--- src/rtl/serial_bus_arbiter.sv ---
`default_nettype none
// ============================================================================
// Module   : serial_bus_arbiter
// Purpose  : Two-initiator arbiter and sequencer for the shared serial bus.
//            Tracks the serial address phase and data phase of each
//            transaction and releases the bus when it completes. Supports one
//            parked split transaction that is re-granted for its reply.
// Options  : ARB_ROUND_ROBIN_EN - round-robin on simultaneous requests
//            (fixed priority to initiator 1 when undefined).
// Revision : 1.0 - initial release
// ============================================================================
module serial_bus_arbiter #(
  parameter int ADDR_BITS      = 16,
  parameter int DATA_BITS      = 8,
  parameter int TIMEOUT_CYCLES = 64
) (
  input  logic clk,
  input  logic rst_n,
  input  logic req_1,
  input  logic req_2,
  input  logic bus_data_in_valid,
  input  logic bus_mode,
  input  logic split_defer,
  input  logic split_resume,
  output logic gnt_1,
  output logic gnt_2,
  output logic msel,
  output logic split,
  output logic split_pending,
  output logic bus_busy,
  output logic arb_timeout
);

  localparam int c_CNT_MAX = (ADDR_BITS > DATA_BITS) ? ADDR_BITS : DATA_BITS;
  localparam int c_CNT_W   = $clog2(c_CNT_MAX) + 1;
  localparam int c_WD_W    = $clog2(TIMEOUT_CYCLES) + 1;

  localparam logic [c_CNT_W-1:0] c_ADDR_LAST = c_CNT_W'(ADDR_BITS - 1);
  localparam logic [c_CNT_W-1:0] c_DATA_LAST = c_CNT_W'(DATA_BITS - 1);
  localparam logic [c_WD_W-1:0]  c_WD_LAST   = c_WD_W'(TIMEOUT_CYCLES - 1);

  typedef enum logic [1:0] {
    S_IDLE       = 2'd0,
    S_ADDR       = 2'd1,
    S_DATA       = 2'd2,
    S_SPLIT_DATA = 2'd3
  } state_t;

  // Owner encoding: 0 = initiator 1, 1 = initiator 2 (matches msel).
  state_t               r_state;
  logic                 r_owner;
  logic                 r_last_owner;
  logic                 r_split_owner;
  logic                 r_resume_latch;
  logic [c_CNT_W-1:0]   r_bit_cnt;
  logic [c_WD_W-1:0]    r_wd_cnt;

  logic w_addr_bit;
  logic w_data_bit;
  logic w_owner_req;
  logic w_wd_expire;
  logic w_resume_now;
  logic w_pref;
  logic w_winner;

  assign w_addr_bit   = bus_data_in_valid & ~bus_mode;
  assign w_data_bit   = bus_data_in_valid & bus_mode;
  assign w_owner_req  = r_owner ? req_2 : req_1;
  assign w_wd_expire  = ~bus_data_in_valid & (r_wd_cnt == c_WD_LAST);
  assign w_resume_now = r_resume_latch | (split_resume & split_pending);

`ifdef ARB_ROUND_ROBIN_EN
  // Simultaneous requests go to whoever did not own the bus last.
  assign w_pref = ~r_last_owner;
`else
  // Fixed priority: initiator 1 always wins; last_owner is tracked but ignored.
  assign w_pref = r_last_owner & 1'b0;
`endif

  // A lone requester wins outright; a tie falls back to the preference.
  assign w_winner = (req_1 & req_2) ? w_pref : req_2;

  // Arbitration FSM with registered grant, select and status outputs.
  always_ff @(posedge clk) begin
    if (!rst_n) begin
      r_state        <= S_IDLE;
      r_owner        <= 1'b0;
      r_last_owner   <= 1'b1;
      r_split_owner  <= 1'b0;
      r_resume_latch <= 1'b0;
      r_bit_cnt      <= '0;
      r_wd_cnt       <= '0;
      gnt_1          <= 1'b0;
      gnt_2          <= 1'b0;
      msel           <= 1'b0;
      split          <= 1'b0;
      split_pending  <= 1'b0;
      bus_busy       <= 1'b0;
      arb_timeout    <= 1'b0;
    end else begin
      arb_timeout <= 1'b0;
      r_wd_cnt    <= (bus_data_in_valid || r_state == S_IDLE) ? '0 : r_wd_cnt + 1'b1;
      // A resume that arrives while the bus is busy is held until IDLE.
      if (split_resume && split_pending && r_state != S_IDLE) begin
        r_resume_latch <= 1'b1;
      end

      case (r_state)
        S_IDLE: begin
          r_bit_cnt <= '0;
          if (w_resume_now) begin
            r_state   <= S_SPLIT_DATA;
            r_owner   <= r_split_owner;
            gnt_1     <= ~r_split_owner;
            gnt_2     <= r_split_owner;
            msel      <= r_split_owner;
            split     <= 1'b1;
            bus_busy  <= 1'b1;
          end else if (req_1 || req_2) begin
            r_state      <= S_ADDR;
            r_owner      <= w_winner;
            r_last_owner <= w_winner;
            gnt_1        <= ~w_winner;
            gnt_2        <= w_winner;
            msel         <= w_winner;
            bus_busy     <= 1'b1;
          end
        end

        S_ADDR: begin
          if (w_addr_bit && r_bit_cnt == c_ADDR_LAST) begin
            r_state   <= S_DATA;
            r_bit_cnt <= '0;
            r_wd_cnt  <= '0;
          end else if (!w_owner_req || w_wd_expire) begin
            r_state     <= S_IDLE;
            r_bit_cnt   <= '0;
            r_wd_cnt    <= '0;
            gnt_1       <= 1'b0;
            gnt_2       <= 1'b0;
            bus_busy    <= 1'b0;
            arb_timeout <= w_owner_req;
          end else if (w_addr_bit) begin
            r_bit_cnt <= r_bit_cnt + 1'b1;
          end
        end

        S_DATA: begin
          if (w_data_bit && r_bit_cnt == c_DATA_LAST) begin
            r_state   <= S_IDLE;
            r_bit_cnt <= '0;
            r_wd_cnt  <= '0;
            gnt_1     <= 1'b0;
            gnt_2     <= 1'b0;
            bus_busy  <= 1'b0;
          end else if (split_defer && r_bit_cnt == '0 && !split_pending) begin
            r_state       <= S_IDLE;
            r_bit_cnt     <= '0;
            r_wd_cnt      <= '0;
            gnt_1         <= 1'b0;
            gnt_2         <= 1'b0;
            bus_busy      <= 1'b0;
            split_pending <= 1'b1;
            r_split_owner <= r_owner;
          end else if (!w_owner_req || w_wd_expire) begin
            r_state     <= S_IDLE;
            r_bit_cnt   <= '0;
            r_wd_cnt    <= '0;
            gnt_1       <= 1'b0;
            gnt_2       <= 1'b0;
            bus_busy    <= 1'b0;
            arb_timeout <= w_owner_req;
          end else if (w_data_bit) begin
            r_bit_cnt <= r_bit_cnt + 1'b1;
          end
        end

        S_SPLIT_DATA: begin
          if ((w_data_bit && r_bit_cnt == c_DATA_LAST) || w_wd_expire) begin
            r_state        <= S_IDLE;
            r_bit_cnt      <= '0;
            r_wd_cnt       <= '0;
            gnt_1          <= 1'b0;
            gnt_2          <= 1'b0;
            split          <= 1'b0;
            bus_busy       <= 1'b0;
            split_pending  <= 1'b0;
            r_resume_latch <= 1'b0;
            arb_timeout    <= ~(w_data_bit && r_bit_cnt == c_DATA_LAST);
          end else if (w_data_bit) begin
            r_bit_cnt <= r_bit_cnt + 1'b1;
          end
        end

        default: begin
          r_state <= S_IDLE;
        end
      endcase
    end
  end

endmodule
`default_nettype wire

--- config.mk ---
export PLATFORM = sky130hd
export DESIGN_NAME = serial_bus_arbiter
export DESIGN_NICKNAME = d
export VERILOG_FILES = /design/src/rtl/serial_bus_arbiter.sv
export SDC_FILE = /design/constraint.sdc
export NUM_CORES = 1
export LEC_CHECK = 0
export CORE_ASPECT_RATIO = 0.9
export CORE_MARGIN = 1.5
export CORE_UTILIZATION = 50
export CTS_CLUSTER_SIZE = 10
export DETAILED_ROUTE_END_ITERATION = 12
export HOLD_SLACK_MARGIN = 0.06
export PLACE_DENSITY_LB_ADDON = 0.1
export SLEW_MARGIN = 15
export SYNTH_ARGS = -nofsm -noshare
export SYNTH_HDL_FRONTEND = slang
export SYNTH_SLANG_ARGS = --single-unit
--- constraint.sdc ---
create_clock -name clk -period 3.35 [get_ports clk]
set_input_delay 0.67 -clock clk [delete_from_list [all_inputs] [get_ports clk]]
set_output_delay 0.67 -clock clk [all_outputs]
set_load 0.01 [all_outputs]
==> results of run 1 <==
-- cell type report --
cell class | count | area [sq um]
Clock buffer | 3 | 22.5
Clock inverter | 1 | 7.51
Fill cell | 260 | 1110
Inverter | 6 | 22.5
Multi-Input combinational cell | 135 | 936
Sequential cell | 23 | 460
Tap cell | 40 | 50.0
Timing Repair Buffer | 14 | 140
-- sequential cells by signal, summed over array words and instances, names as in the netlist --
| register | flops |
|---|---|
| r_wd_cnt | 7 |
| r_bit_cnt | 5 |
| r_state | 2 |
| arb_timeout | 1 |
| bus_busy | 1 |
| gnt_1 | 1 |
| gnt_2 | 1 |
| r_owner | 1 |
| r_resume_latch | 1 |
| r_split_owner | 1 |
| split | 1 |
| split_pending | 1 |
-- power by group through the flow --
stage	combinational, mW	clock [mW]	sequential (mW)
2_1_floorplan	0.0591	0	0.292
6_report	0.0914	0.138	0.289
4_1_cts	0.0905	0.143	0.289
5_1_grt	0.0983	0.151	0.290
3_3_place_gp	0.0872	0	0.294
3_5_place_dp	0.0897	0	0.295
-- final timing paths --
kind	cells after the start	end	slack (ns)	start
setup / recovery	6	r_bit_cnt[1]$_SDFFE_PN0P_	1.09	bus_data_in_valid
hold / removal	1	r_wd_cnt[0]$_SDFF_PN0_	0.45	r_wd_cnt[0]$_SDFF_PN0_
setup reg to reg	6	r_bit_cnt[1]$_SDFFE_PN0P_	1.27	r_bit_cnt[0]$_SDFFE_PN0P_
hold reg to reg	1	r_wd_cnt[0]$_SDFF_PN0_	0.45	r_wd_cnt[0]$_SDFF_PN0_
-- cell families after synthesis --
kind of cell,Yosys count
multiplexers,3
flip-flops,23
buffers and inverters,13
AND/OR/NAND/NOR,68
adder cells (fa/ha/maj),4
AO/OA/AOI/OAI,52
XOR/XNOR,8
-- per-layer routing --
layer	wire length, um	vias up	part of all wire
li1	-	646	-
met1	1610	597	0.47
met2	1570	42	0.46
met3	195	6	0.057
met4	21	0	0.0062
met5	0	-	0
-- synthesized netlist by cell type, types with 2 or more instances --
| master | n | area [sq um] |
|---|---|---|
| a21oi_1 | 15 | 75.1 |
| o211ai_1 | 3 | 22.5 |
| nand3_1 | 6 | 30.0 |
| inv_1 | 5 | 18.8 |
| o21a_1 | 2 | 15.0 |
| nor2_1 | 25 | 93.8 |
| a31oi_1 | 5 | 31.3 |
| nand3b_1 | 3 | 22.5 |
| nand2_1 | 12 | 45.0 |
| nand2b_1 | 3 | 18.8 |
| a21o_1 | 2 | 15.0 |
| ha_1 | 4 | 50.1 |
| and3_1 | 2 | 12.5 |
| a22oi_1 | 5 | 37.5 |
| xnor2_1 | 4 | 35.0 |
| or3_1 | 2 | 12.5 |
| or2_2 | 2 | 12.5 |
| clkbuf_1 | 3 | 11.3 |
| nor4_1 | 3 | 18.8 |
| buf_2 | 2 | 10.0 |
| nor3_1 | 2 | 10.0 |
| a211oi_2 | 3 | 37.5 |
| buf_4 | 2 | 15.0 |
| xor2_1 | 4 | 35.0 |
| o21ai_0 | 7 | 35.0 |
| dfxtp_1 | 23 | 460 |
==> flow_metrics.env, run 1 <==
export IMPL_synth_top_family_by_area="compound AO/OA/AOI/OAI gates"
export IMPL_powerDensity_mw_per_mm2=316
export IMPL_hold_viol_final=0
export IMPL_hp_class="flop to flop"
export IMPL_final_cell_mix="nor2_1 (25), dfxtp_1 (23), a21oi_1 (15)"
export IMPL_postSynthNetCount=183
export IMPL_worst_hold_slack_ns=0.452
export IMPL_pwr_share_clk=0.266
export IMPL_fin_ws_ns=1.09
export IMPL_syn_to_final_growth_pct=12.6
export IMPL_ir_worst_vdd_v=0.000289
export IMPL_vias=1291
export IMPL_hpwlAfterDp_um=2570
export IMPL_maxCapViolCount=0
export IMPL_status="completed"
export IMPL_cpMostUsedCell="a21oi_1"
export IMPL_die_x_um=59.9
export IMPL_antenna_found_initial=0
export IMPL_cp_end_kind="flop"
export IMPL_die_area_sq_mm=0.00324
export IMPL_critPathLaunchType="input pin"
export IMPL_rsz0062_at_grt="false"
export IMPL_worst_slew_pin_slew_ns=0.618
export IMPL_postRouteAntennaNets=0
export IMPL_overflow=0
export IMPL_period_needed_ns=2.26
export IMPL_switchingPower_mw=0.153
export IMPL_synth_simple_area_share=0.256
export IMPL_crit_fanout=7
export IMPL_initial_utilization=0.530
export IMPL_post_route_util=0.597
export IMPL_async_flop_share=0
export IMPL_synth_edf_count=0
export IMPL_cp_num_buf_inv=1
export IMPL_core_sq_mm=0.00275
export IMPL_cts_resized=0
export IMPL_required_ns=3.61
export IMPL_use_met2=0.366
export IMPL_power_frac_seq=0.558
export IMPL_synth_distinct_cells=48
export IMPL_gr_usage_met1=0.334
export IMPL_grt_busiest_layer="met2"
export IMPL_diodes=0
export IMPL_grt_max_degree=17
export IMPL_syn_avg_cell_area_sq_um=8.51
export IMPL_drc=0
export IMPL_placed_area_sq_mm=0.00161
export IMPL_drt_total_wl_um=3390
export IMPL_holdBufCountCts=0
export IMPL_critPathKind="input pin to flop"
export IMPL_fin_setup_tns_ns=0
export IMPL_drt_vias_per_instance=5.82
export IMPL_syn_cell_area_sq_mm=0.00146
export IMPL_num_io_pins=15
export IMPL_die_h_um=54.2
export IMPL_cts_buffer_depth=2
export IMPL_period_share=0.676
export IMPL_grt_pass1_wl_um=5580
export IMPL_drtPass1Iterations=4
export IMPL_cpPeakStageDelay_ns=0.60
export IMPL_nNetsFinal=195
export IMPL_drv_slew=0
export IMPL_max_freq_ghz=0.442
export IMPL_dp_cells=218
export IMPL_total_power_mw=0.518
export IMPL_synth_ff_type="dfxtp_1"
export IMPL_synth_compound_area_frac=0.279
export IMPL_clock_sinks=23
export IMPL_numCtsBuffers=3
export IMPL_synth_adder_area_share=0.0344
export IMPL_swShare=0.296
export IMPL_synth_warnings=0
export IMPL_drt_iter0_markers=96
export IMPL_insertion_delay_ns=0.33
export IMPL_synth_xor_area_frac=0.0482
export IMPL_internal_power_mw=0.364
export IMPL_layout_drive_gt1_share=0.115
export IMPL_critPathTopFamily="simple AND/OR/NAND/NOR gates"
export IMPL_instances_no_fill=222
export IMPL_pre_cts_ws_ns=0.789
export IMPL_grt_usage=0.231
export IMPL_skew_ns=0.00140
export IMPL_ys_seq_elements=23
export IMPL_synth_cells=171
export IMPL_synth_yosys_seq_area_share=0.316
export IMPL_slew_headroom=0.587
export IMPL_place_congestion=0.861
export IMPL_setup_viol=0
export IMPL_cellLeakagePower_nw=0.551
export IMPL_htreeDepth=1
export IMPL_cts_tree="done"
export IMPL_met3_usage=0.0433
export IMPL_arrival_ns=2.52
export IMPL_rows=18
export IMPL_power_frac_comb=0.177
export IMPL_slowest_stage="clkdlybuf4s50_1"
export IMPL_cp_cell_sequence="clkdlybuf4s50_1 > nor2b_1 > nor2_1 > a21oi_1 > a21oi_1 > a211oi_2"
export IMPL_path_clk_slew_ns=0.13
export IMPL_first_global_vias=1183
export IMPL_wl_per_cell_um=15.3
export IMPL_final_common_cell="nor2_1"
export IMPL_cts_root_buf="clkbuf_4"
export IMPL_postCtsSetupBuffers=0
export IMPL_portBuffers=14
export IMPL_final_area_sq_mm=0.00164
export IMPL_synth_mux_area_frac=0.0249
Power figures use the tool's default switching activity.
==> run 2, diff against run 1 <==
==> constraint.sdc (replaced) <==
create_clock -name clk -period 2.06 [get_ports clk]
set_input_delay 0.412 -clock clk [delete_from_list [all_inputs] [get_ports clk]]
set_output_delay 0.412 -clock clk [all_outputs]
set_load 0.01 [all_outputs]
==> flow_metrics.env, run 2 (synthesis results as in run 1) <==
export IMPL_status="completed"
export IMPL_insertion_delay_ns=0.32
export IMPL_wl_met1_um=1670
export IMPL_portBuffers=14
export IMPL_path_clk_slew_ns=0.13
export IMPL_syn_to_final_growth_pct=21.2
export IMPL_drv_slew=0
export IMPL_pre_cts_ws_ns=-0.0755
export IMPL_final_area_sq_mm=0.00176
export IMPL_initial_utilization=0.530
export IMPL_critPathLaunchType="flop"
export IMPL_fin_ws_ns=0.167
export IMPL_critPathKind="flop to flop"
export IMPL_largest_reg_flops=7
export IMPL_crit_fanout=7
export IMPL_die_x_um=59.9
export IMPL_total_power_mw=0.851
export IMPL_drtPass1Iterations=4
export IMPL_placed_area_sq_mm=0.00170
export IMPL_overflow=0
export IMPL_cts_buffer_depth=2
export IMPL_vias=1344
export IMPL_wl_per_cell_um=14.9
export IMPL_cts_tree="done"
export IMPL_grt_max_degree=17
export IMPL_grt_pass1_wl_um=5760
export IMPL_hpwlAfterDp_um=2600
export IMPL_rows=18
export IMPL_hold_viol_final=0
export IMPL_ir_worst_vdd_v=0.000464
export IMPL_grt_usage=0.238
export IMPL_wl_met3_um=240
export IMPL_drt_vias_per_instance=5.72
export IMPL_post_route_util=0.642
export IMPL_setup_viol=0
export IMPL_nNetsFinal=208
export IMPL_core_sq_mm=0.00275
export IMPL_final_common_cell="nor2_1"
export IMPL_hp_class="flop to flop"
export IMPL_fin_setup_tns_ns=0
export IMPL_final_cell_mix="nor2_1 (25), dfxtp_1 (22), a21oi_1 (15)"
export IMPL_powerDensity_mw_per_mm2=482
export IMPL_worst_slew_pin_slew_ns=0.486
export IMPL_drc=0
export IMPL_max_freq_ghz=0.528
export IMPL_cellLeakagePower_nw=0.624
export IMPL_rsz0062_at_grt="false"
export IMPL_layout_drive_gt1_share=0.195
export IMPL_die_area_sq_mm=0.00324
export IMPL_regMostFlops="r_wd_cnt"
export IMPL_htreeDepth=1
export IMPL_diodes=0
export IMPL_arrival_ns=2.16
export IMPL_skew_ns=0.00945
export IMPL_period_needed_ns=1.89
export IMPL_cp_end_kind="flop"
export IMPL_antenna_found_initial=0
export IMPL_wl_met2_um=1570
export IMPL_reg_top3="r_wd_cnt (7), r_bit_cnt (5), r_state (2)"
export IMPL_first_global_vias=1236
export IMPL_highest_layer="met4"
export IMPL_drt_total_wl_um=3510
export IMPL_clock_sinks=23
export IMPL_period_share=0.919
export IMPL_dp_cells=230
export IMPL_maxCapViolCount=0
export IMPL_required_ns=2.33
export IMPL_slew_headroom=0.676
export IMPL_die_h_um=54.2
export IMPL_nFillCells=267
export IMPL_worst_hold_slack_ns=0.459
export IMPL_instances_no_fill=235
export IMPL_numCtsBuffers=3
export IMPL_cts_root_buf="clkbuf_4"
export IMPL_num_io_pins=15
export IMPL_place_congestion=0.913
export IMPL_drt_iter0_markers=109
export IMPL_postRouteAntennaNets=0
==> run 2: routing by layer <==
metal	track usage	vias up
met2	0.379	52
met5	0	-
li1	-	670
met4	0.0370	0
met1	0.337	616
met3	0.0505	6
==> run 2: path summary, 6_finish.rpt <==
| check | cells past startpoint | endpoint | from | slack, ns |
|---|---|---|---|---|
| setup reg to reg | 7 | r_bit_cnt[3]$_SDFFE_PN0P_ | r_bit_cnt[0]$_SDFFE_PN0P_ | 0.17 |
| hold reg to reg | 1 | r_wd_cnt[0]$_SDFF_PN0_ | r_wd_cnt[0]$_SDFF_PN0_ | 0.46 |
| setup / recovery | 7 | r_bit_cnt[3]$_SDFFE_PN0P_ | r_bit_cnt[0]$_SDFFE_PN0P_ | 0.17 |
| hold / removal | 1 | r_wd_cnt[0]$_SDFF_PN0_ | r_wd_cnt[0]$_SDFF_PN0_ | 0.46 |
==> run 2: layout make-up <==
cell class	instances	area, sq um	area share
Multi-Input combinational cell	135	952	0.540
Sequential cell	23	462	0.262
Timing Repair Buffer	27	250	0.142
Tap cell	40	50.0	0.0284
Clock buffer	3	22.5	0.0128
Inverter	6	22.5	0.0128
Clock inverter	1	5.00	0.00284
==> run 2: power breakdown <==
group / total (mW) / switching (mW) / internal [mW] / leakage, nW
logic: 0.167 / 0.0893 / 0.0781 / 0.420
clock network: 0.214 / 0.142 / 0.0727 / 0.0177
registers: 0.469 / 0.0144 / 0.455 / 0.187
total: 0.851 / 0.246 / 0.606 / 0.624
==> run 2: worst max-delay path, stage by stage, from the launching register on <==
cell     delay [ns]
dfxtp_2        0.39
ha_1           0.28
and3_1         0.21
ha_2           0.22
or4_1          0.52
nand2_1        0.07
a22oi_1        0.06
nor2_1         0.09
==> run 2: what timing repair did <==
action,4_1_cts,5_1_grt
resized for setup,0,5
hold buffers,0,0
setup endpoints to repair,0,17
buffers inserted,0,1
==> run 3, diff against run 2 <==
--- a/config.mk
+++ b/config.mk
@@ -5,6 +5,7 @@
 export SDC_FILE = /design/constraint.sdc
 export NUM_CORES = 1
 export LEC_CHECK = 0
+export CAP_MARGIN = 25
 export CORE_ASPECT_RATIO = 0.9
 export CORE_MARGIN = 1.5
 export CORE_UTILIZATION = 50
==> results of run 3 <==
Same layout as run 2: the final DEF is identical, and so are final timing and power.
